--- src/rtl/onewire_txn_sequencer.sv ---
// onewire_txn_sequencer
// Transaction-level 1-wire controller. Sequences a bit-level PHY through
// bus reset/presence (with retries), ROM command byte, function command byte
// and N data-byte reads, returning each received byte with a one-cycle pulse.
// Optional feature macro: ONEWIRE_CRC_EN enables a Dallas CRC-8 residue check
// over the received bytes (err = 2'b10 on a non-zero residue).
//
// PHY handshake (valid/ready style): phy_req is the valid, phy_ack the ready.
// phy_req rises with phy_op already stable; both hold until the cycle in
// which phy_ack is sampled high, and that cycle completes the operation.
// phy_req is then low for at least one cycle before the next operation.
// phy_ack seen while phy_req is low carries no meaning and is ignored.

module onewire_txn_sequencer #(
  parameter int MAX_RETRY = 3,
  parameter int MAX_BYTES = 9
) (
  input  logic       clk,
  input  logic       reset,
  input  logic       start,
  input  logic [7:0] rom_cmd,
  input  logic [7:0] func_cmd,
  input  logic [3:0] rd_len,
  output logic       busy,
  output logic       done,
  output logic [1:0] err,
  output logic [7:0] rd_data,
  output logic       rd_valid,
  output logic       phy_req,
  output logic [1:0] phy_op,
  input  logic       phy_ack,
  input  logic       phy_rbit,
  output logic [2:0] dbg_state
);

  typedef enum logic [2:0] {
    S_IDLE = 3'd0,
    S_RST  = 3'd1,
    S_ROM  = 3'd2,
    S_FUNC = 3'd3,
    S_READ = 3'd4,
    S_FIN  = 3'd5
  } state_t;

  state_t     state_q;
  state_t     state_d;

  logic [7:0] rom_q;
  logic [7:0] func_q;
  logic [7:0] shreg_q;
  logic [3:0] len_q;
  logic [3:0] byte_cnt_q;
  logic [3:0] retry_cnt_q;
  logic [2:0] bit_cnt_q;

  logic       accept;
  logic       ack_ok;
  logic       op_state;
  logic       last_bit;
  logic       last_byte;
  logic       retry_left;
  logic [7:0] byte_in;
  logic [1:0] op_d;
  logic [3:0] len_clamped;

  assign accept      = (state_q == S_IDLE) && start;
  assign ack_ok      = phy_req && phy_ack;
  assign op_state    = (state_q == S_RST) || (state_q == S_ROM) ||
                       (state_q == S_FUNC) || (state_q == S_READ);
  assign last_bit    = (bit_cnt_q == 3'd7);
  assign last_byte   = (byte_cnt_q == (len_q - 4'd1));
  assign retry_left  = (retry_cnt_q < 4'(MAX_RETRY));
  assign byte_in     = {phy_rbit, shreg_q[7:1]};
  assign len_clamped = (rd_len > 4'(MAX_BYTES)) ? 4'(MAX_BYTES) : rd_len;

  assign busy      = op_state;
  assign done      = (state_q == S_FIN);
  assign dbg_state = state_q;
  assign phy_op    = phy_req ? op_d : 2'b00;

`ifdef ONEWIRE_CRC_EN
  logic [7:0] crc_q;
  logic [7:0] crc_d;

  // Reflected CRC-8 (x^8+x^5+x^4+1) advanced by the bit currently on phy_rbit
  always_comb begin
    crc_d = {1'b0, crc_q[7:1]};
    if (crc_q[0] ^ phy_rbit) begin
      crc_d = crc_d ^ 8'h8C;
    end
  end

  // CRC register: cleared on start, updated on every read-slot completion
  always_ff @(posedge clk or posedge reset) begin
    if (reset) begin
      crc_q <= 8'h00;
    end else if (accept) begin
      crc_q <= 8'h00;
    end else if (ack_ok && (state_q == S_READ)) begin
      crc_q <= crc_d;
    end
  end
`endif

  // State register
  always_ff @(posedge clk or posedge reset) begin
    if (reset) begin
      state_q <= S_IDLE;
    end else begin
      state_q <= state_d;
    end
  end

  // Next-state logic: each bus phase advances only on a completed PHY op
  always_comb begin
    state_d = state_q;
    case (state_q)
      S_IDLE: begin
        if (start) begin
          state_d = S_RST;
        end
      end
      S_RST: begin
        if (ack_ok) begin
          if (!phy_rbit) begin
            state_d = S_ROM;
          end else if (!retry_left) begin
            state_d = S_FIN;
          end
        end
      end
      S_ROM: begin
        if (ack_ok && last_bit) begin
          state_d = S_FUNC;
        end
      end
      S_FUNC: begin
        if (ack_ok && last_bit) begin
          state_d = (len_q != 4'd0) ? S_READ : S_FIN;
        end
      end
      S_READ: begin
        if (ack_ok && last_bit && last_byte) begin
          state_d = S_FIN;
        end
      end
      S_FIN: begin
        state_d = S_IDLE;
      end
      default: begin
        state_d = S_IDLE;
      end
    endcase
  end

  // Operation code for the current phase; write ops send commands LSB first
  always_comb begin
    op_d = 2'b00;
    case (state_q)
      S_ROM:   op_d = rom_q[bit_cnt_q] ? 2'b10 : 2'b01;
      S_FUNC:  op_d = func_q[bit_cnt_q] ? 2'b10 : 2'b01;
      S_READ:  op_d = 2'b11;
      default: op_d = 2'b00;
    endcase
  end

  // Request flag: dropped on the ack cycle, raised again the cycle after
  always_ff @(posedge clk or posedge reset) begin
    if (reset) begin
      phy_req <= 1'b0;
    end else if (ack_ok) begin
      phy_req <= 1'b0;
    end else if (op_state && !phy_req) begin
      phy_req <= 1'b1;
    end
  end

  // Command and length capture at transaction start
  always_ff @(posedge clk or posedge reset) begin
    if (reset) begin
      rom_q  <= 8'h00;
      func_q <= 8'h00;
      len_q  <= 4'd0;
    end else if (accept) begin
      rom_q  <= rom_cmd;
      func_q <= func_cmd;
      len_q  <= len_clamped;
    end
  end

  // Bit, byte and retry counters; bit counter wraps 7->0 at byte boundaries
  always_ff @(posedge clk or posedge reset) begin
    if (reset) begin
      bit_cnt_q   <= 3'd0;
      byte_cnt_q  <= 4'd0;
      retry_cnt_q <= 4'd0;
    end else if (accept) begin
      bit_cnt_q   <= 3'd0;
      byte_cnt_q  <= 4'd0;
      retry_cnt_q <= 4'd0;
    end else if (ack_ok) begin
      case (state_q)
        S_RST: begin
          if (phy_rbit && retry_left) begin
            retry_cnt_q <= retry_cnt_q + 4'd1;
          end
        end
        S_ROM, S_FUNC: begin
          bit_cnt_q <= bit_cnt_q + 3'd1;
        end
        S_READ: begin
          bit_cnt_q <= bit_cnt_q + 3'd1;
          if (last_bit) begin
            byte_cnt_q <= byte_cnt_q + 4'd1;
          end
        end
        default: begin
          bit_cnt_q <= bit_cnt_q;
        end
      endcase
    end
  end

  // Read shift register and byte delivery, one cycle after the 8th read ack
  always_ff @(posedge clk or posedge reset) begin
    if (reset) begin
      shreg_q  <= 8'h00;
      rd_data  <= 8'h00;
      rd_valid <= 1'b0;
    end else begin
      rd_valid <= 1'b0;
      if (ack_ok && (state_q == S_READ)) begin
        shreg_q <= byte_in;
        if (last_bit) begin
          rd_data  <= byte_in;
          rd_valid <= 1'b1;
        end
      end
    end
  end

  // Error code: set on the transition into FIN so it is valid with done
  always_ff @(posedge clk or posedge reset) begin
    if (reset) begin
      err <= 2'b00;
    end else if (accept) begin
      err <= 2'b00;
    end else if (ack_ok && (state_q == S_RST) && phy_rbit && !retry_left) begin
      err <= 2'b01;
`ifdef ONEWIRE_CRC_EN
    end else if (ack_ok && (state_q == S_READ) && last_bit && last_byte &&
                 (crc_d != 8'h00)) begin
      err <= 2'b10;
`endif
    end
  end

endmodule

--- config.mk ---
export PLATFORM = sky130hd
export DESIGN_NAME = onewire_txn_sequencer
export DESIGN_NICKNAME = d
export VERILOG_FILES = /design/src/rtl/onewire_txn_sequencer.sv
export SDC_FILE = /design/constraint.sdc
export NUM_CORES = 1
export LEC_CHECK = 0
export CAP_MARGIN = 20
export CORE_MARGIN = 2
export CORE_UTILIZATION = 52
export CTS_BUF_LIST = sky130_fd_sc_hd__clkbuf_4 sky130_fd_sc_hd__clkbuf_8 sky130_fd_sc_hd__clkbuf_16
export DETAILED_ROUTE_END_ITERATION = 10
export PLACE_DENSITY = 0.79
export SYNTH_ARGS = -nofsm -noshare
export SYNTH_HDL_FRONTEND = slang
export SYNTH_SLANG_ARGS = --single-unit
--- constraint.sdc ---
create_clock -name clk -period 2.2 [get_ports clk]
set_input_delay 0.44 -clock clk [delete_from_list [all_inputs] [get_ports clk]]
set_output_delay 0.44 -clock clk [all_outputs]
set_load 0.005 [all_outputs]
==> summary.txt, run 1 <==
Logic synthesis
  – Yosys top cell area share: 52.0%
  – Register area share after synthesis: 52.0%
  – Net count after synthesis: 230
  – Synthesized area: 0.00250 mm2
  – Mapped Avg Cell Area: 12.6 um2
  – Post-synth EDFFs: 0
  – Yosys Warn Count: 0
  – Most used flip-flop cell after synthesis: dfrtp_1
  – Post-synth ARST share: 100%
  – Cells after Synth: 199
  – Synth cell types: 45
  – Synth top area cells: dfrtp_1, mux2_1, mux2_2
  – Synth area leader: dfrtp_1
  – Synth Register Bits: 52

Setup path
  – R2R depth: 6
  – CP max stage cell: mux4_2
  – Critical path capture point type: output port
  – Critical path required time: 1760 ps
  – Max FO, Critical Path: 5
  – Worst R2R Setup Slack: 370 ps
  – Crit path kind: flip-flop to output port
  – Worst R2R Start: bit_cnt_q[1]
  – RR Endpoint: dbg_state[0]
  – Crit path cell chain: mux4_2, mux2i_2, a22oi_1, a21oi_1, buf_2
  – Critical path arrival: 1820 ps
  – Slowest stage delay, CP: 530 ps
  – Startpoint Class: flip-flop

Timing
  – Final period util: 103%
  – Min Tclk post-route: 2260 ps
  – Max-Slew Margin vs Limit: 60.2%
  – Final setup viols: 2
  – Final Hold Viols: 0
  – Fmax: 442 MHz
  – Unrepaired setup endpoints after global routing: true
  – Final worst setup slack: -61.3 ps
  – Slew @ Worst Pin: 581 ps
  – Fin. max-slew vios: 0
  – Setup TNS Final: -65.0 ps
  – Clock skew: 4.89 ps

Place
  – Placed inst area: 0.00302 mm2
  – Port Buffers: 42
  – Detailed placement HPWL: 3240 um
  – Pre-CTS setup slack: -245 ps
  – Gpl congestion: 0.747

Floorplanning
  – Die width: 73.4 um
  – Row cnt: 25
  – Initial core utilization: 53.4%
  – Die Area: 0.00539 mm2
  – Die Ht: 73.4 um
  – Core box area: 0.00469 mm2
  – Num ports: 44

Clock tree
  – CTS tree: done
  – CTS Root Cell: clkbuf_8
  – CTS buffer count: 5
  – CTS Hold Bufs: 0
  – Clk_lat worst skew: 290 ps
  – H-tree levels: 2
  – Clk sinks: 52
  – Maximum clock insertion buffer count: 2
  – CTS clock-pin slew for the worst setup and hold paths: 80 ps

Global routing
  – First-pass GRT wire length: 7670 um
  – Total track usage: 18.5%
  – Largest net degree at the start of global routing: 53
  – Initial antenna violation count: 0
  – Vias in the first global route: 1633
  – Total gr overflow: 0

Pwr
  – Peak supply drop: 0.613 mV
  – LEAKAGE: 1.43 nW
  – PwrDens: 1020 mW/mm2

Worst hold path
  – Worst Hold End: rom_q[7]
  – Hold Crit Class: flip-flop to flip-flop
  – Hold path start: rom_q[7]
  – Hold Path Depth: 1

Route
  – Vias: 1639
  – First drt pass iteration count: 4
  – Vias per cell: 5.43
  – Post-Route WL: 4470 um
  – Drt wl/cell: 14.8 um
  – DRC: 0
  – Antenna Nets Post-Route: 0
  – Detailed Route Iter0 Violations: 105

Cells and area
  – Post-Layout Inst Area: 0.00311 mm2
  – Most frequent cells in the layout: dfrtp_1, clkdlybuf4s50_1, mux2_1, nor2_1, mux2_2
  – Commonest non-fill, non-tap cell in the layout: dfrtp_1
  – Area grow syn2layout: 24.1%
  – Nets: 281
  – Share of cells above drive strength 1: 19.4%
  – Antenna Cells: 0

Run status
  – Status: complete, but fails checks
  – Failing checks: negative setup slack

Run
  – MaxCap Viol Count: 0
-- sequential cells by signal (all words and copies together) (netlist names) --
name and flops:
func_q 8, rd_data 8, rom_q 8, shreg_q 7, byte_cnt_q 4, len_q 4
retry_cnt_q 4, bit_cnt_q 3, dbg_state 3, err 1, phy_req 1, rd_valid 1
-- metrics by stage --
stage          std cells  util, %  hold WS, ps  total power, mW
4_1_cts              301     65.7          491             3.13
2_1_floorplan        199        -          452             2.26
5_1_grt              302     66.2          505             3.38
3_3_place_gp         296     64.4          464             2.61
6_report             302     66.2          489             3.17
3_5_place_dp         296     64.4          472             2.66
-- logic make-up after synthesis --
family | share of synthesized area [%]
flip-flops | 52.0
AND/OR/NAND/NOR | 10.4
multiplexers | 20.4
AO/OA/AOI/OAI | 7.15
buffers and inverters | 3.80
XOR/XNOR | 3.15
adder cells (fa/ha/maj) | 3.00
other | 0.150
-- metal layers --
layer	up-vias	track usage, %	wire (um)	share of wire [%]
met4	0	6.46	75	1.7
met5	-	0	0	0
met3	8	4.39	176	3.9
li1	796	-	-	-
met2	43	27.3	2090	47
met1	792	27.0	2130	48
-- worst max path at each step --
| stage | start | endpoint | slack, ps | cells past startpoint |
|---|---|---|---|---|
| final | bit_cnt_q[1] | phy_op[0] | -60 | 5 |
| after detailed placement | bit_cnt_q[1] | phy_op[0] | -250 | 5 |
| after CTS | bit_cnt_q[1] | phy_op[0] | -90 | 5 |
| after global placement | bit_cnt_q[1] | phy_op[0] | -210 | 5 |
| after floorplan | bit_cnt_q[1] | phy_op[0] | 350 | 5 |
| after global routing | bit_cnt_q[1] | phy_op[0] | -210 | 5 |
-- cell usage after synthesis (all sizes together), types with 4 or more instances --
library cell   n
dfrtp         52
mux2          32
nor2          17
buf            9
inv            8
o21ai          7
a21oi          6
ha             6
mux2i          6
xnor2          5
mux4           4
nand2          4
nand2b         4
nor2b          4
xor2           4
-- layout make-up --
type,instances,area [um2]
multi-input combinational,129,1120
timing repair buffer,54,513
fill,372,1590
inverter,8,30.0
clock buffer,5,68.8
tap,54,67.6
sequential,52,1300
-- power by group --
part	internal (mW)	total (mW)	leakage [nW]	switching, mW
Clock	0.206	0.478	0.0359	0.272
Combinational	0.725	1.28	0.716	0.556
Sequential	1.22	1.42	0.674	0.200
-- worst max-delay path, delay by kind of cell (launching register included) --
kind / cells / cell delay, ps
muxes: 2 / 700
DFF: 1 / 450
AOI/OAI and AO/OA: 2 / 260
buffers and inverters: 1 / 130
-- repair_timing --
item	4_1_cts	5_1_grt
pin swaps	2	0
endpoints found under the setup margin	2	4
gates resized for setup	9	5
setup buffers	0	1
Power figures use the tool's default switching activity.
==> run 2, diff against run 1 <==
Settings changed: CORE_MARGIN 2 to default.
==> run 2 against run 1 <==
Cell count grew 2.3%. Via count grew 1.0%. Worst setup slack lost 97 ps. Global-route usage grew 0.18 points. Critical path depth grew 1. The flow finishes with violations (design-rule violations, negative setup slack). Sequential power is essentially flat. Power grew 8.9%. First-iteration DRC count shrank 41%. Die area shrank 5.4%. Clock-buffer cell count grew 1. Clock power grew 36%. Highest routed layer unchanged. Sequential share of layout area shrank 1.3 points.
==> summary.txt, run 2 (synthesized netlist as in run 1, its figures left out) <==
Run status
  – Status: complete, but fails checks
  – Failing checks: design-rule violations, negative setup slack

Global routing
  – Largest net degree at the start of global routing: 53
  – Vias in the first global route: 1584
  – First-pass GRT wire length: 7350 um
  – Total track usage: 18.7%
  – Initial antenna violation count: 0
  – Total gr overflow: 0

Setup path
  – Crit path depth: 6
  – Crit path kind: flip-flop to output port
  – Critical path capture point type: output port
  – Crit path cell chain: mux4_2, mux2i_2, buf_4, a22oi_2, a21oi_2, buf_2
  – Crit-path leading delay family: multiplexers
  – CP Buf/Inv Count: 2
  – Worst R2R Start: dbg_state[1]
  – Slowest stage delay, CP: 520 ps
  – Max FO, Critical Path: 5
  – Worst R2R Setup Slack: 280 ps
  – RR Endpoint: rd_data[1]
  – Critical path required time: 1760 ps
  – CP max stage cell: mux4_2
  – Critical path arrival: 1920 ps
  – Setup crit start: bit_cnt_q[1]
  – Startpoint Class: flip-flop
  – Setup crit end: phy_op[0]
  – R2R depth: 6

Place
  – Port Buffers: 42
  – Placed inst area: 0.00304 mm2
  – Placed Cells: 295
  – Detailed placement HPWL: 3120 um
  – Gpl congestion: 0.767
  – Pre-CTS setup slack: -311 ps

Clock tree
  – Clk_lat worst skew: 300 ps
  – CTS clock-pin slew for the worst setup and hold paths: 90 ps
  – CTS tree: done
  – H-tree levels: 2
  – Clk sinks: 52
  – Maximum clock insertion buffer count: 2
  – CTS Hold Bufs: 0
  – CTS buffer count: 5
  – CTS Root Cell: clkbuf_8

Route
  – Vias: 1656
  – DRC: 6
  – First drt pass iteration count: 8
  – Post-Route WL: 4400 um
  – Detailed Route Iter0 Violations: 62
  – Antenna Nets Post-Route: 0
  – Drt wl/cell: 14.2 um
  – Vias per cell: 5.36

Timing
  – Max-Slew Margin vs Limit: 63.0%
  – Final setup viols: 3
  – Fmax: 424 MHz
  – Fin. max-slew vios: 0
  – Final Hold Viols: 0
  – Unrepaired setup endpoints after global routing: true
  – Slew @ Worst Pin: 541 ps
  – Worst Hold Margin: 484 ps
  – Clock skew: 8.76 ps
  – Final period util: 107%
  – Final worst setup slack: -158 ps
  – Min Tclk post-route: 2360 ps

Pwr
  – PwrDens: 1080 mW/mm2
  – LEAKAGE: 1.48 nW
  – Gate power share: 40.1%
  – Int Pwr: 2.38 mW
  – Tot Pwr: 3.46 mW
  – Sequential share of power: 41.1%
  – Share of total power in the clock network: 18.8%
  – Peak supply drop: 0.535 mV
  – Sw Ratio: 31.0%
  – Sw Pwr: 1.07 mW

Cells and area
  – Antenna Cells: 0
  – Post-Layout Inst Area: 0.00321 mm2
  – Non-filler cells, final: 309
  – Regs by FF count: func_q x8, rd_data x8, rom_q x8
  – Most frequent cells in the layout: dfrtp_1, clkdlybuf4s50_1, mux2_1, nor2_1, buf_4
  – Area grow syn2layout: 28.2%
  – Share of cells above drive strength 1: 23.3%
  – Nets: 287
  – Commonest non-fill, non-tap cell in the layout: dfrtp_1

Worst hold path
  – Hold Crit Class: input pin to async pin

Floorplanning
  – Die width: 71.4 um
  – Initial core utilization: 55.6%
  – Num ports: 44
  – Die Ht: 71.4 um
  – Row cnt: 24
  – Die Area: 0.00510 mm2
  – Core box area: 0.00450 mm2

Run
  – MaxCap Viol Count: 0
[run 2: metal layers]
metal	routed length [um]	vias to the layer above	track usage [%]
met1	2130	800	25.3
li1	-	809	-
met3	139	6	4.36
met5	0	-	0
met4	59	0	6.00
met2	2070	41	30.2
[run 2: metrics by stage]
stage / utilization [%] / TNS, ps
after floorplan: - / 0
after global placement: 67.5 / -360
after detailed placement: 67.5 / -472
after CTS: 70.6 / -336
after global routing: 71.3 / -554
final: 71.3 / -252
[run 2: layout make-up]
cell class,count,area [um2]
fillers,311,1290
well taps,52,65.1
flip-flops and latches,52,1310
clock inverters,2,35.0
repair buffers,60,571
inverters,8,30.0
clock buffers,6,76.3
multi-input cells,129,1130
[run 2: how the worst min path moves through the flow]
stage | to | slack, ps | cells past startpoint
3_3_place_gp | rd_data[0] | 470 | 1
4_1_cts | func_q[3] | 500 | 3
5_1_grt | func_q[2] | 520 | 1
6_report | func_q[3] | 480 | 3
2_1_floorplan | rd_data[0] | 450 | 1
3_5_place_dp | func_q[4] | 480 | 1
[run 2: tightest hold or removal path, cell delays in order]
cell	delay, ps
clkdlybuf4s50_1	410
inv_2	70
buf_12	250
[run 2: power by group through the flow]
| stage | Clock (mW) | Combinational (mW) | Sequential (mW) |
|---|---|---|---|
| after CTS | 0.665 | 1.33 | 1.43 |
| after detailed placement | 0 | 1.23 | 1.45 |
| after floorplan | 0 | 0.907 | 1.35 |
| after global routing | 0.707 | 1.53 | 1.45 |
| final | 0.648 | 1.39 | 1.42 |
| after global placement | 0 | 1.20 | 1.43 |
[run 2: repair_timing]
| item | CTS | global route |
|---|---|---|
| setup buffers | 2 | 4 |
| hold endpoints to repair | 0 | 0 |
| pin swaps | 1 | 0 |
| endpoints found under the setup margin | 4 | 4 |
| gates resized for setup | 17 | 0 |
==> edit (config.mk and constraints of run 1) <==
Register the output `dbg_state` once more, without a reset; this adds one clock of latency there. The other outputs are not delayed to match.
--- a/src/rtl/onewire_txn_sequencer.sv
+++ b/src/rtl/onewire_txn_sequencer.sv
@@ -75,7 +75,9 @@
 
   assign busy      = op_state;
   assign done      = (state_q == S_FIN);
-  assign dbg_state = state_q;
+  always_ff @(posedge clk) begin
+    dbg_state <= state_q;
+  end
   assign phy_op    = phy_req ? op_d : 2'b00;
 
 `ifdef ONEWIRE_CRC_EN
Formal check against the unedited RTL: not equivalent (Yosys sat finds a counterexample within 4 cycles, from zero or initial values and one cycle with reset high).
==> edit against run 1 <==
Via count increased by 7.0%; setup slack worse by 0.21 ns; first-iteration DRC count rose by 54%; clock skew grew 0.0032 ns; design area up 7.2%; the flow still finishes with violations (negative setup slack); area after synthesis is 3.4% higher; sequential share of layout area fell by 0.89 points; synthesized cell count up 4.0%; sequential cell count rose by 3; highest routed layer unchanged; sequential power grew 6%; total power rose by 8.3%; routed wire length rose by 6.7%; critical path depth is 1 higher.
==> edit: results (changes against run 1) <==
[run_status]
result_of_the_run=complete, but fails checks
failed_checks=negative setup slack

[placement]
place_hpwl_um=3360  ; +3.4%
place_congestion=0.762  ; +2.1%
io_buffers=42  ; unchanged
postPlaceCellArea_mm2=0.00316  ; +4.4%

[global_route]
grtUsageTotal_pct=19.5  ; +0.96 points
largest_net_degree_at_the_start_of_global_routing=53  ; unchanged
first_global_vias=1751  ; +7.2%
antenna_violations_before_repair=0  ; unchanged
grt_pass1_wl_um=8090  ; +5.5%

[routing]
drt_iter0_drcs=162  ; +54%
detailedRoute.firstPassIterationCount=4  ; unchanged
detail_route.vias_per_cell=5.26  ; -3.0%
detail_route.wl_per_cell_um=14.3  ; -3.2%

[layout]
ant_diodes=0  ; unchanged
largestRegisters=func_q (8), rd_data (8), rom_q (8)
n_fill_cell=369  ; -0.81%
layout-drive-gt1-share_pct=18.0  ; -1.3 points
layout.nets=296  ; +5.3%

[sta]
setup_viol=2  ; unchanged
final_critical_path_setup_slack_ns=-0.274  ; -0.213 ns
clock-skew-final_ns=0.00810  ; +0.00321 ns

[worst_hold_path]
hold_path_class=reg2reg
hold_path.startpoint=state_q[2]

[clock_network]
clock_insertion_delay_worst_skew_ns=0.31  ; +0.02 ns
ctsRootBufferMaster=sky130_fd_sc_hd__clkbuf_8
clock_path_buffers=2  ; unchanged
cts_inserted_buffers=5  ; unchanged
worst_setup_hold_path_clk_slew_ns=0.10  ; +0.02 ns
cts.htree.levels=2  ; unchanged
cts_hold_buf=0  ; unchanged

[logic_synthesis]
most_used_flip_flop_cell_after_synthesis=sky130_fd_sc_hd__dfrtp_1
synth.top_cells.by_area=sky130_fd_sc_hd__dfrtp_1 (50%), sky130_fd_sc_hd__mux2_1 (14%), sky130_fd_sc_hd__mux4_2 (3.5%), sky130_fd_sc_hd__ha_1 (2.9%), sky130_fd_sc_hd__dfxtp_1 (2.3%)
synthArstFlopShare_pct=94.5  ; -5.5 points
synthesis.nets=238  ; +3.5%
ys_top_cells_by_count=sky130_fd_sc_hd__dfrtp_1 (52), sky130_fd_sc_hd__mux2_1 (32), sky130_fd_sc_hd__nor2_1 (13), sky130_fd_sc_hd__inv_1 (7)
synth_warnings=0  ; unchanged
synth_cell_types=46  ; +2.2%
synth.yosys.seq_area_share_pct=52.6  ; +0.59 points

[critical_path]
critPathTopFamily=multiplexers
arrival_ns=2.03  ; +0.21 ns
crit_path_start=bit_cnt_q[1]
timing.rr.start=state_q[1]
worst_path_maximum_fanout=4  ; -1
critical_path.slowest_cell=sky130_fd_sc_hd__mux4_2
critPathMaxStageDelay_ns=0.53  ; about the same

[power_and_ir_drop]
worst_ir_drop_vdd_mv=0.659  ; +7.5%
cell_internal_power_mw=2.31  ; +7.4%
p_leak_nw=1.54  ; +8.1%

-- edit: cell count changes in the layout (fill, tap and decap cells not counted), moves of 4 or more --
cell / before / now
sky130_fd_sc_hd__nand3_1: 1 / 6
sky130_fd_sc_hd__o21ai_0: 5 / 1
sky130_fd_sc_hd__buf_4: 11 / 18
sky130_fd_sc_hd__mux2_1: 19 / 32
sky130_fd_sc_hd__mux2_2: 13 / 0
sky130_fd_sc_hd__o21ai_1: 1 / 6
-- edit: timing repair --
action | CTS | global route
setup buffers | 5 | 2
gates resized for setup | 16 | 5
pin swaps | 3 | 0
endpoints found under the setup margin | 3 | 3
-- edit: final cells by class --
type | count | area share, %
flip-flops and latches | 55 | 41.0
multi-input cells | 132 | 34.9
repair buffers | 63 | 18.0
well taps | 67 | 2.52
clock buffers | 5 | 2.07
inverters | 8 | 0.902
clock inverters | 3 | 0.601
-- edit: power by group through the flow --
stage          sequential, mW  combinational, mW  clock (mW)
6_report                 1.50               1.38       0.549
5_1_grt                  1.55               1.51       0.611
3_5_place_dp             1.56               1.21           0
3_3_place_gp             1.54               1.17           0
2_1_floorplan            1.45              0.881           0
4_1_cts                  1.51               1.33       0.566
-- edit: worst paths after layout --
check,cells past startpoint,endpoint,slack [ns]
setup / recovery,6,phy_op[1],-0.27
hold / removal,0,dbg_state[2],0.45
setup reg to reg,6,shreg_q[6],0.25
hold reg to reg,0,dbg_state[2],0.45
max in group asynchronous,3,bit_cnt_q[1],1.48
min in group asynchronous,3,bit_cnt_q[0],0.48
-- edit: logic make-up (layout without fill, tap and decap cells) --
| kind of cell | Yosys count | in the layout | share of synthesized area, % |
|---|---|---|---|
| flops | 55 | 55 | 52.6 |
| buf+inv | 20 | 79 | 3.82 |
| other cells | 1 | 1 | 0.145 |
| simple gates | 54 | 54 | 12.2 |
| xor+xnor | 10 | 10 | 3.91 |
| fa+ha+maj | 6 | 6 | 2.90 |
| compound gates | 20 | 20 | 5.07 |
| mux | 41 | 41 | 19.4 |
-- edit: routing by layer --
metal	GRT usage (%)	routed length [um]
met1	25.9	2220
met2	31.5	2290
met3	4.47	177
met4	7.34	88
met5	0	0
-- edit: through the flow --
step           worst slack (ns)  utilization, %  setup TNS [ns]  cells
4_1_cts                  -0.284            69.3          -0.516    331
2_1_floorplan             0.141               -               0    207
3_3_place_gp             -0.347            66.4          -0.670    318
3_5_place_dp             -0.385            66.4          -0.741    318
5_1_grt                  -0.358            70.0          -0.701    333
6_report                 -0.274            70.0          -0.528    333
